`src/rtl/rx_deframer.sv`:
```
`timescale 1ns/1ps
`default_nettype none
// ============================================================================
// Module   : rx_deframer
// Purpose  : HDLC-style receive deframer (flag hunt, zero-bit deletion, abort)
//            delivering bytes through a single receive holding register.
// Revision : 1.0
// ============================================================================
module rx_deframer #(
    parameter int SYNC_STAGES = 2
) (
    input  logic        clk,
    input  logic        reset,
    input  logic        netclk,
    input  logic        rxdata,
    input  logic        enable,
    output logic [15:0] rx_word,
    output logic        rx_word_available,
    input  logic        rx_strobe,
    output logic        overrun,
    output logic        in_frame
);

    typedef enum logic [1:0] {
        S_HUNT  = 2'd0,
        S_SYNC  = 2'd1,
        S_FRAME = 2'd2
    } state_t;

    localparam logic [15:0] ERR_WORD = 16'hA000;

    logic [SYNC_STAGES-1:0] netclk_sync_q;
    logic [SYNC_STAGES-1:0] rxdata_sync_q;
    logic                   netclk_prev_q;
    logic                   bit_evt_q;
    logic                   bit_val_q;

    state_t      state_q;
    logic [2:0]  ones_q;
    logic [5:0]  dl_q;
    logic [2:0]  dl_cnt_q;
    logic [6:0]  asm_q;
    logic [2:0]  asm_cnt_q;
    logic [7:0]  pend_q;
    logic        pend_vld_q;
    logic        enable_prev_q;
    logic        strobe_prev_q;
    logic [15:0] rx_word_q;
    logic        avail_q;
    logic        overrun_q;

    logic [2:0]  ones_d;
    logic [5:0]  dl_d;
    logic [7:0]  asm_d;
    logic        is_flag;
    logic        is_abort;
    logic        is_data;
    logic        dl_full;
    logic        byte_done;
    logic        enable_rise;
    logic        strobe_edge;
    logic        accept;
    logic        push;
    logic [15:0] push_word;

    // Bit events are registered so every later decision sees a stable bit value.
    always_ff @(posedge clk or posedge reset) begin
        if (reset) begin
            netclk_sync_q <= '0;
            rxdata_sync_q <= '0;
            netclk_prev_q <= 1'b0;
            bit_evt_q     <= 1'b0;
            bit_val_q     <= 1'b0;
        end else begin
            netclk_sync_q <= {netclk_sync_q[SYNC_STAGES-2:0], netclk};
            rxdata_sync_q <= {rxdata_sync_q[SYNC_STAGES-2:0], rxdata};
            netclk_prev_q <= netclk_sync_q[SYNC_STAGES-1];
            bit_evt_q     <= netclk_sync_q[SYNC_STAGES-1] & ~netclk_prev_q;
            bit_val_q     <= rxdata_sync_q[SYNC_STAGES-1];
        end
    end

    always_comb begin
        ones_d = 3'd0;
        if (bit_val_q) begin
            ones_d = (ones_q == 3'd7) ? 3'd7 : ones_q + 3'd1;
        end
        is_flag     = !bit_val_q && (ones_q == 3'd6);
        is_abort    = bit_val_q && (ones_q >= 3'd6);
        is_data     = bit_val_q ? (ones_q < 3'd5)
                                : ((ones_q != 3'd5) && (ones_q != 3'd6));
        dl_full     = (dl_cnt_q == 3'd6);
        dl_d        = {dl_q[4:0], bit_val_q};
        asm_d       = {dl_q[5], asm_q};
        byte_done   = dl_full && (asm_cnt_q == 3'd7);
        enable_rise = enable && !enable_prev_q;
        strobe_edge = rx_strobe && !strobe_prev_q;
        accept      = bit_evt_q && enable && !enable_rise;

        push      = 1'b0;
        push_word = 16'h0000;
        if (accept && (state_q == S_FRAME)) begin
            if (is_abort) begin
                push      = 1'b1;
                push_word = ERR_WORD;
            end else if (is_flag) begin
                if (asm_cnt_q != 3'd0) begin
                    push      = 1'b1;
                    push_word = ERR_WORD;
                end else if (pend_vld_q) begin
                    push      = 1'b1;
                    push_word = {8'hC0, pend_q};
                end
            end else if (is_data && byte_done && pend_vld_q) begin
                push      = 1'b1;
                push_word = {8'h40, pend_q};
            end
        end
    end

    always_ff @(posedge clk or posedge reset) begin
        if (reset) begin
            state_q       <= S_HUNT;
            ones_q        <= 3'd0;
            dl_q          <= 6'd0;
            dl_cnt_q      <= 3'd0;
            asm_q         <= 7'd0;
            asm_cnt_q     <= 3'd0;
            pend_q        <= 8'd0;
            pend_vld_q    <= 1'b0;
            enable_prev_q <= 1'b0;
            strobe_prev_q <= 1'b0;
            rx_word_q     <= 16'h0000;
            avail_q       <= 1'b0;
            overrun_q     <= 1'b0;
        end else begin
            enable_prev_q <= enable;
            strobe_prev_q <= rx_strobe;

            // A push beats a simultaneous read strobe: the new word stays available.
            if (enable_rise) begin
                rx_word_q <= 16'h0000;
                avail_q   <= 1'b0;
                overrun_q <= 1'b0;
            end else if (push) begin
                rx_word_q <= push_word;
                avail_q   <= 1'b1;
                if (avail_q && !strobe_edge) begin
                    overrun_q <= 1'b1;
                end
            end else if (strobe_edge) begin
                avail_q <= 1'b0;
            end

            if (!enable || enable_rise) begin
                state_q <= S_HUNT;
                ones_q  <= 3'd0;
            end else if (bit_evt_q) begin
                ones_q <= ones_d;
                case (state_q)
                    S_HUNT: begin
                        if (is_flag) begin
                            state_q <= S_SYNC;
                        end
                    end
                    S_SYNC: begin
                        if (is_abort) begin
                            state_q <= S_HUNT;
                        end else if (is_data) begin
                            state_q    <= S_FRAME;
                            dl_q       <= {5'd0, bit_val_q};
                            dl_cnt_q   <= 3'd1;
                            asm_q      <= 7'd0;
                            asm_cnt_q  <= 3'd0;
                            pend_vld_q <= 1'b0;
                        end
                    end
                    S_FRAME: begin
                        if (is_abort || is_flag) begin
                            // The delay line now holds the flag/abort prefix, never payload.
                            state_q    <= is_abort ? S_HUNT : S_SYNC;
                            dl_cnt_q   <= 3'd0;
                            asm_cnt_q  <= 3'd0;
                            pend_vld_q <= 1'b0;
                        end else if (is_data) begin
                            dl_q <= dl_d;
                            if (!dl_full) begin
                                dl_cnt_q <= dl_cnt_q + 3'd1;
                            end else begin
                                asm_q     <= asm_d[7:1];
                                asm_cnt_q <= asm_cnt_q + 3'd1;
                                if (asm_cnt_q == 3'd7) begin
                                    pend_q     <= asm_d;
                                    pend_vld_q <= 1'b1;
                                end
                            end
                        end
                    end
                    default: state_q <= S_HUNT;
                endcase
            end
        end
    end

    assign rx_word           = rx_word_q;
    assign rx_word_available = avail_q;
    assign overrun           = overrun_q;
    assign in_frame          = (state_q == S_FRAME);

endmodule
`default_nettype wire

```
`config.mk`:
```
export PLATFORM = sky130hd
export DESIGN_NAME = rx_deframer
export DESIGN_NICKNAME = d
export VERILOG_FILES = /design/src/rtl/rx_deframer.sv
export SDC_FILE = /design/constraint.sdc
export NUM_CORES = 1
export LEC_CHECK = 0
export CORE_MARGIN = 10
export CORE_UTILIZATION = 30
export DETAILED_ROUTE_END_ITERATION = 8
export SLEW_MARGIN = 20
export SYNTH_ARGS = -nofsm -noshare
export SYNTH_HDL_FRONTEND = slang
export SYNTH_SLANG_ARGS = --single-unit
```
`constraint.sdc`:
```
create_clock -name clk -period 2.4 [get_ports clk]
set_input_delay 0.72 -clock clk [delete_from_list [all_inputs] [get_ports clk]]
set_output_delay 0.72 -clock clk [all_outputs]
set_load 0.01 [all_outputs]
```
* Word-level counts from Yosys, hierarchy flattened *
Index checks and enable logic that the tools add are counted.

word-level totals
  output and inout port bits = 19
  flip-flop bits (word level) = 60
  input bits = 6
  logic and storage cells = 145

cells by class
  equal/unequal tests = 20
  add/subtract/negate cells = 3
  muxes and demuxes = 63
  magnitude comparators = 2
  bitwise operators = 4
  reductions and logical operators = 35

operators with widths
  kind                   count
  $mux W16               7
  $mux W3                14
  $mux W7                5
  $reduce_and A7 Y1      4
  $mux W6                4
  $mux W1                20
  $reduce_and A8 Y1      2
  $mux W15               1
  $pmux W7 S2            1
  $eq A3 B3 Y1 const B   4
  $logic_and A1 B1 Y1    12
  $mux W2                6
  $ne A3 B1 Y1 const B   4
  $pmux W3 S2            2
  $pmux W6 S2            1
  $add A3 B1 Y3 const B  3
  $ne A3 B3 Y1 const B   3
  $reduce_bool A2 Y1     4
  $logic_not A1 Y1       6
  $ne A2 B2 Y1 const B   3
  $pmux W2 S3            1
  $reduce_bool A3 Y1     2
  $ne A2 B1 Y1 const B   2
  $ne A4 B4 Y1 const B   1
  other kinds (12)       15

* Logic depth before layout (Yosys ltp) *
Gate-level depths: netlist (run 1).

  depth after elaboration = 11
  depth in mapped cells = 9
  mapped depth without buffers = 7

* Worst setup path after synthesis (run 1) *
OpenSTA, ideal clock, no wires.

  path type = reg2reg
  start = register ones_q[0]
  end = register asm_cnt_q[0]
  path slack = 0.449 ns
  cell stages (with the launch flop) = 9
  arrival = 1.826 ns
  clock period less this slack = 1.951 ns
  data required time = 2.275 ns
  setup time = 0.125 ns
  path through = dfrtp_1 inv_1 ha_1 o31ai_2 or2_1 buf_6 a31o_4 and3_4 mux2_4

on the way
  longest elaborated chain between the ends = 5
  elaborated cells between the ends (all ways) = 17
  those cells by class = 2 x order compare; 7 x eq/ne; 3 x mux; 5 x reduce/logical

RTL lines
  what                                                                      line        RTL
  start: declaration                                                        39          logic [2:0] ones_q;
  start signal: assignment                                                  159         ones_q <= ones_d;
  $ge A3 B3 Y1, or another cell as far along                                89          is_abort = bit_val_q && (ones_q >= 3'd6);
  $logic_and A1 B1 Y1, on equally long branches                             89, 88, 91
  $logic_or A1 B1 Y1 / $mux W1 (equally long branches)                      179, 90
  $ne A3 B1 Y1 (no source line), or another cell as far along               --
  $reduce_and A7 Y1 (no source line) / $pmux W3 S2 (equally long branches)  --
  end signal: assignment                                                    191         asm_cnt_q <= asm_cnt_q + 3'd1;
  end: declaration                                                          43          logic [2:0] asm_cnt_q;

Several ways; a longest one is shown, not always the timed one.
A chain may end at the register's enable or synchronous reset.

* Worst setup path after layout (run 1) *
  start = register state_q[0]
  end = output in_frame

on the way
  longest elaborated chain between the ends = 1

RTL lines
  what                      line  RTL
  start: declaration        38    state_t state_q;
  start signal: assignment  181   state_q <= is_abort ? S_HUNT : S_SYNC;
  $eq A2 B2 Y1              208   assign in_frame = (state_q == S_FRAME);
  end: declaration          21    output logic in_frame

No other way between the ends.

==> qor.yml, run 1 <==
yosys:
  yosys_warnings: 0
  synthDominantCellAreaShare_pct: 53.0
  syn_area_per_cell_um2: 11.5
  yosysMostFrequentCell: "dfrtp_1"
  top_flip_flop_cell_by_instance_count_after_synthesis: "dfrtp_1"
  syn_inst: 226
  synth.lib_cells_used.distinct: 50
  synth_edf_count: 0
  syn_area_mm2: 0.00260
  ys_async_sr_fraction_pct: 100
  leading_cell_types_by_count_after_synthesis: "dfrtp_1, a22o_1, nand2_1, a21oi_1"
  seq_area_frac_synth_pct: 53.0
  yosys.area.top_type: "dfrtp_1"
  synth.top_cells.by_area: "dfrtp_1, a22o_1, ha_1"
  yosys_register_bits: 55
power:
  fin_total_pwr_w: 0.00154
  power.static_leakage_nw: 1.36
  worst_ir_drop_vdd_uv: 295
  p_per_area_mw_per_mm2: 512
placed_design:
  placement.io_buffers: 19
  global_placer_s_final_weighted_congestion: 0.809
  place_worst_setup_slack_ns: 0.0204
  place_area_mm2: 0.00290
  post-dp-hpwl_um: 3580
clocking:
  cts_buffers: 5
  cts.clk_slew.worst_paths_ns: 0.10
  ctsRootBufferMaster: "clkbuf_8"
  cts.hold.buffers_added: 0
  insertion_delay_ns: 0.31
  tritoncts: "built"
  clk_buf_depth: 2
  cts.htree.levels: 2
  numClockSinks: 55
grt:
  wire_length_of_the_first_global_routing_pass_um: 8690
  grt_overflow_total: 0
  grt_usage_pct: 8.08
  grt_max_degree: 55
  antenna_violations_before_repair: 0
  vias_in_the_first_global_route: 1704
floorplanning:
  io_pins: 25
  core_mm2: 0.00834
  die_w_um: 113
  dieArea_mm2: 0.0128
  start_util_pct: 31.1
  row_count: 33
  die_height_um: 113
final_layout:
  final_layout_size_suffix_gt1_share_pct: 14.9
  fin_area_mm2: 0.00300
  final_stage_net_count: 266
  area.growth.synth_to_final_pct: 15.6
  n_fill_cell: 850
  total_inserted_antenna_cells: 0
timing:
  report.final.setup_viol: 0
  worst_pin_slew_ns: 0.504
  rsz_0062_raised_after_global_routing: "false"
  final_worst_path_cycle_share_pct: 94.9
  post-route-min-period_ns: 2.28
  setup_tns_ns: 0
  skew_ns: 0.00874
  max_freq_mhz: 439
  final_critical_path_setup_slack_ns: 0.123
  report.final.slew_viol_count: 0
  maxSlewHeadroom_pct: 66.2
  final-hold-violation-count: 0
setup_path:
  worst_ep_required_ns: 1.68
  crit_type: "flip-flop to primary output"
  worst-path-max-fanout: 4
  startpoint_type: "flip-flop"
  regToRegSetupSlack_ns: 0.21
  worst-endpoint-arrival_ns: 1.56
  critical_path.endpoint_type: "primary output"
hold_path:
  worstHoldPathType: "flip-flop to flip-flop"
drt:
  detail_route.vias_per_cell: 4.87
  finalWirelength_um: 4900
  post_drt_wl_per_cell_um: 13.8
  drc_errors: 0
  num_vias: 1724
  drtPass1Iterations: 4
  dr.first_iter.drc_count: 54
  detail-route-antenna-nets: 0
run_status:
  result_of_the_run: "completed"
job:
  number_of_violations_of_the_max_capacitance_limit: 0
[state kept, by name (all words and copies together) (netlist names), 2 cells and up]
| signal | count |
|---|---|
| rx_word | 11 |
| pend_q | 8 |
| dl_q | 6 |
| ones_q | 3 |
| state_q | 2 |
| asm_cnt_q | 3 |
| rxdata_sync_q | 2 |
| netclk_sync_q | 2 |
| dl_cnt_q | 3 |
| asm_q | 7 |
[layer usage]
| layer | up-vias | global-route usage (%) | wire length [um] |
|---|---|---|---|
| met5 | - | 0 | 0 |
| met4 | 0 | 2.28 | 25 |
| met3 | 2 | 2.96 | 322 |
| met2 | 31 | 11.7 | 2130 |
| met1 | 843 | 11.0 | 2420 |
| li1 | 848 | - | - |
[final timing paths]
path | end | startpoint | cells past startpoint
worst max-delay path | in_frame | state_q[0] | 3
worst min-delay path | rxdata_sync_q[1] | rxdata_sync_q[0] | 0
worst max register to register | dl_q[0] | ones_q[0] | 7
worst min register to register | rxdata_sync_q[1] | rxdata_sync_q[0] | 0
max in group asynchronous | ones_q[1] | reset | 3
min in group asynchronous | netclk_sync_q[0] | reset | 2
[cell usage in the layout (no fill, tap or decap), types with 4 or more instances in the layout]
cell,instances
o21ai_0,8
conb_1,5
a21oi_1,13
a31oi_1,4
nand2_1,16
ha_1,12
clkbuf_8,5
clkdlybuf4s50_1,19
nand2b_1,6
a22o_1,23
nand3_1,6
dfrtp_1,53
inv_1,11
buf_4,5
mux2_2,9
nor2_1,7
[logic make-up (layout without fill, tap and decap cells)]
group / count (synthesis) / after routing / share of synthesized area, %
other: 1 / 5 / 0.144
adder cells (fa/ha/maj): 12 / 12 / 5.78
buffers and inverters: 26 / 45 / 5.15
AND/OR/NAND/NOR: 57 / 57 / 12.3
flip-flops: 55 / 55 / 53.0
multiplexers: 10 / 10 / 4.48
AO/OA/AOI/OAI: 65 / 65 / 19.2
[what timing repair did]
item,CTS,global route
gates resized for setup,0,2
buffers inserted,0,1
endpoints found under the setup margin,0,10
[worst max-delay path, stage by stage, from the launching register on]
cell and delay [ns]:
dfrtp_1 0.43, inv_1 0.10, ha_1 0.17, clkdlybuf4s50_1 0.55
[cell type report]
cell class	count	area, um^2	area share (%)
tap	105	131	4.38
sequential	55	1380	45.9
timing repair buffer	25	248	8.25
clock inverter	3	27.5	0.917
clock buffer	5	68.8	2.29
inverter	12	45.0	1.50
multi-input combinational	149	1100	36.7
[report_power, final]
group          internal [W]  switching, W  leakage (nW)
combinational     0.0000178     0.0000335         0.583
clock              0.000215      0.000329        0.0463
sequential         0.000934    0.00000830         0.735
total               0.00117      0.000371          1.36
[stage by stage]
step,util (%),hold slack (ns),std cells
after floorplan,-,0.331,230
after global placement,34.7,0.335,345
after detailed placement,34.7,0.337,345
after CTS,35.9,0.361,353
after global routing,36.0,0.365,354
final,36.0,0.356,354
Power figures use the tool's default switching activity.
==> inputs of run 2 (changes only) <==
GPL_ROUTABILITY_DRIVEN = 0   (was unset)
==> results of run 2 <==
The final DEF is identical to that of run 1; final timing and power are the same.
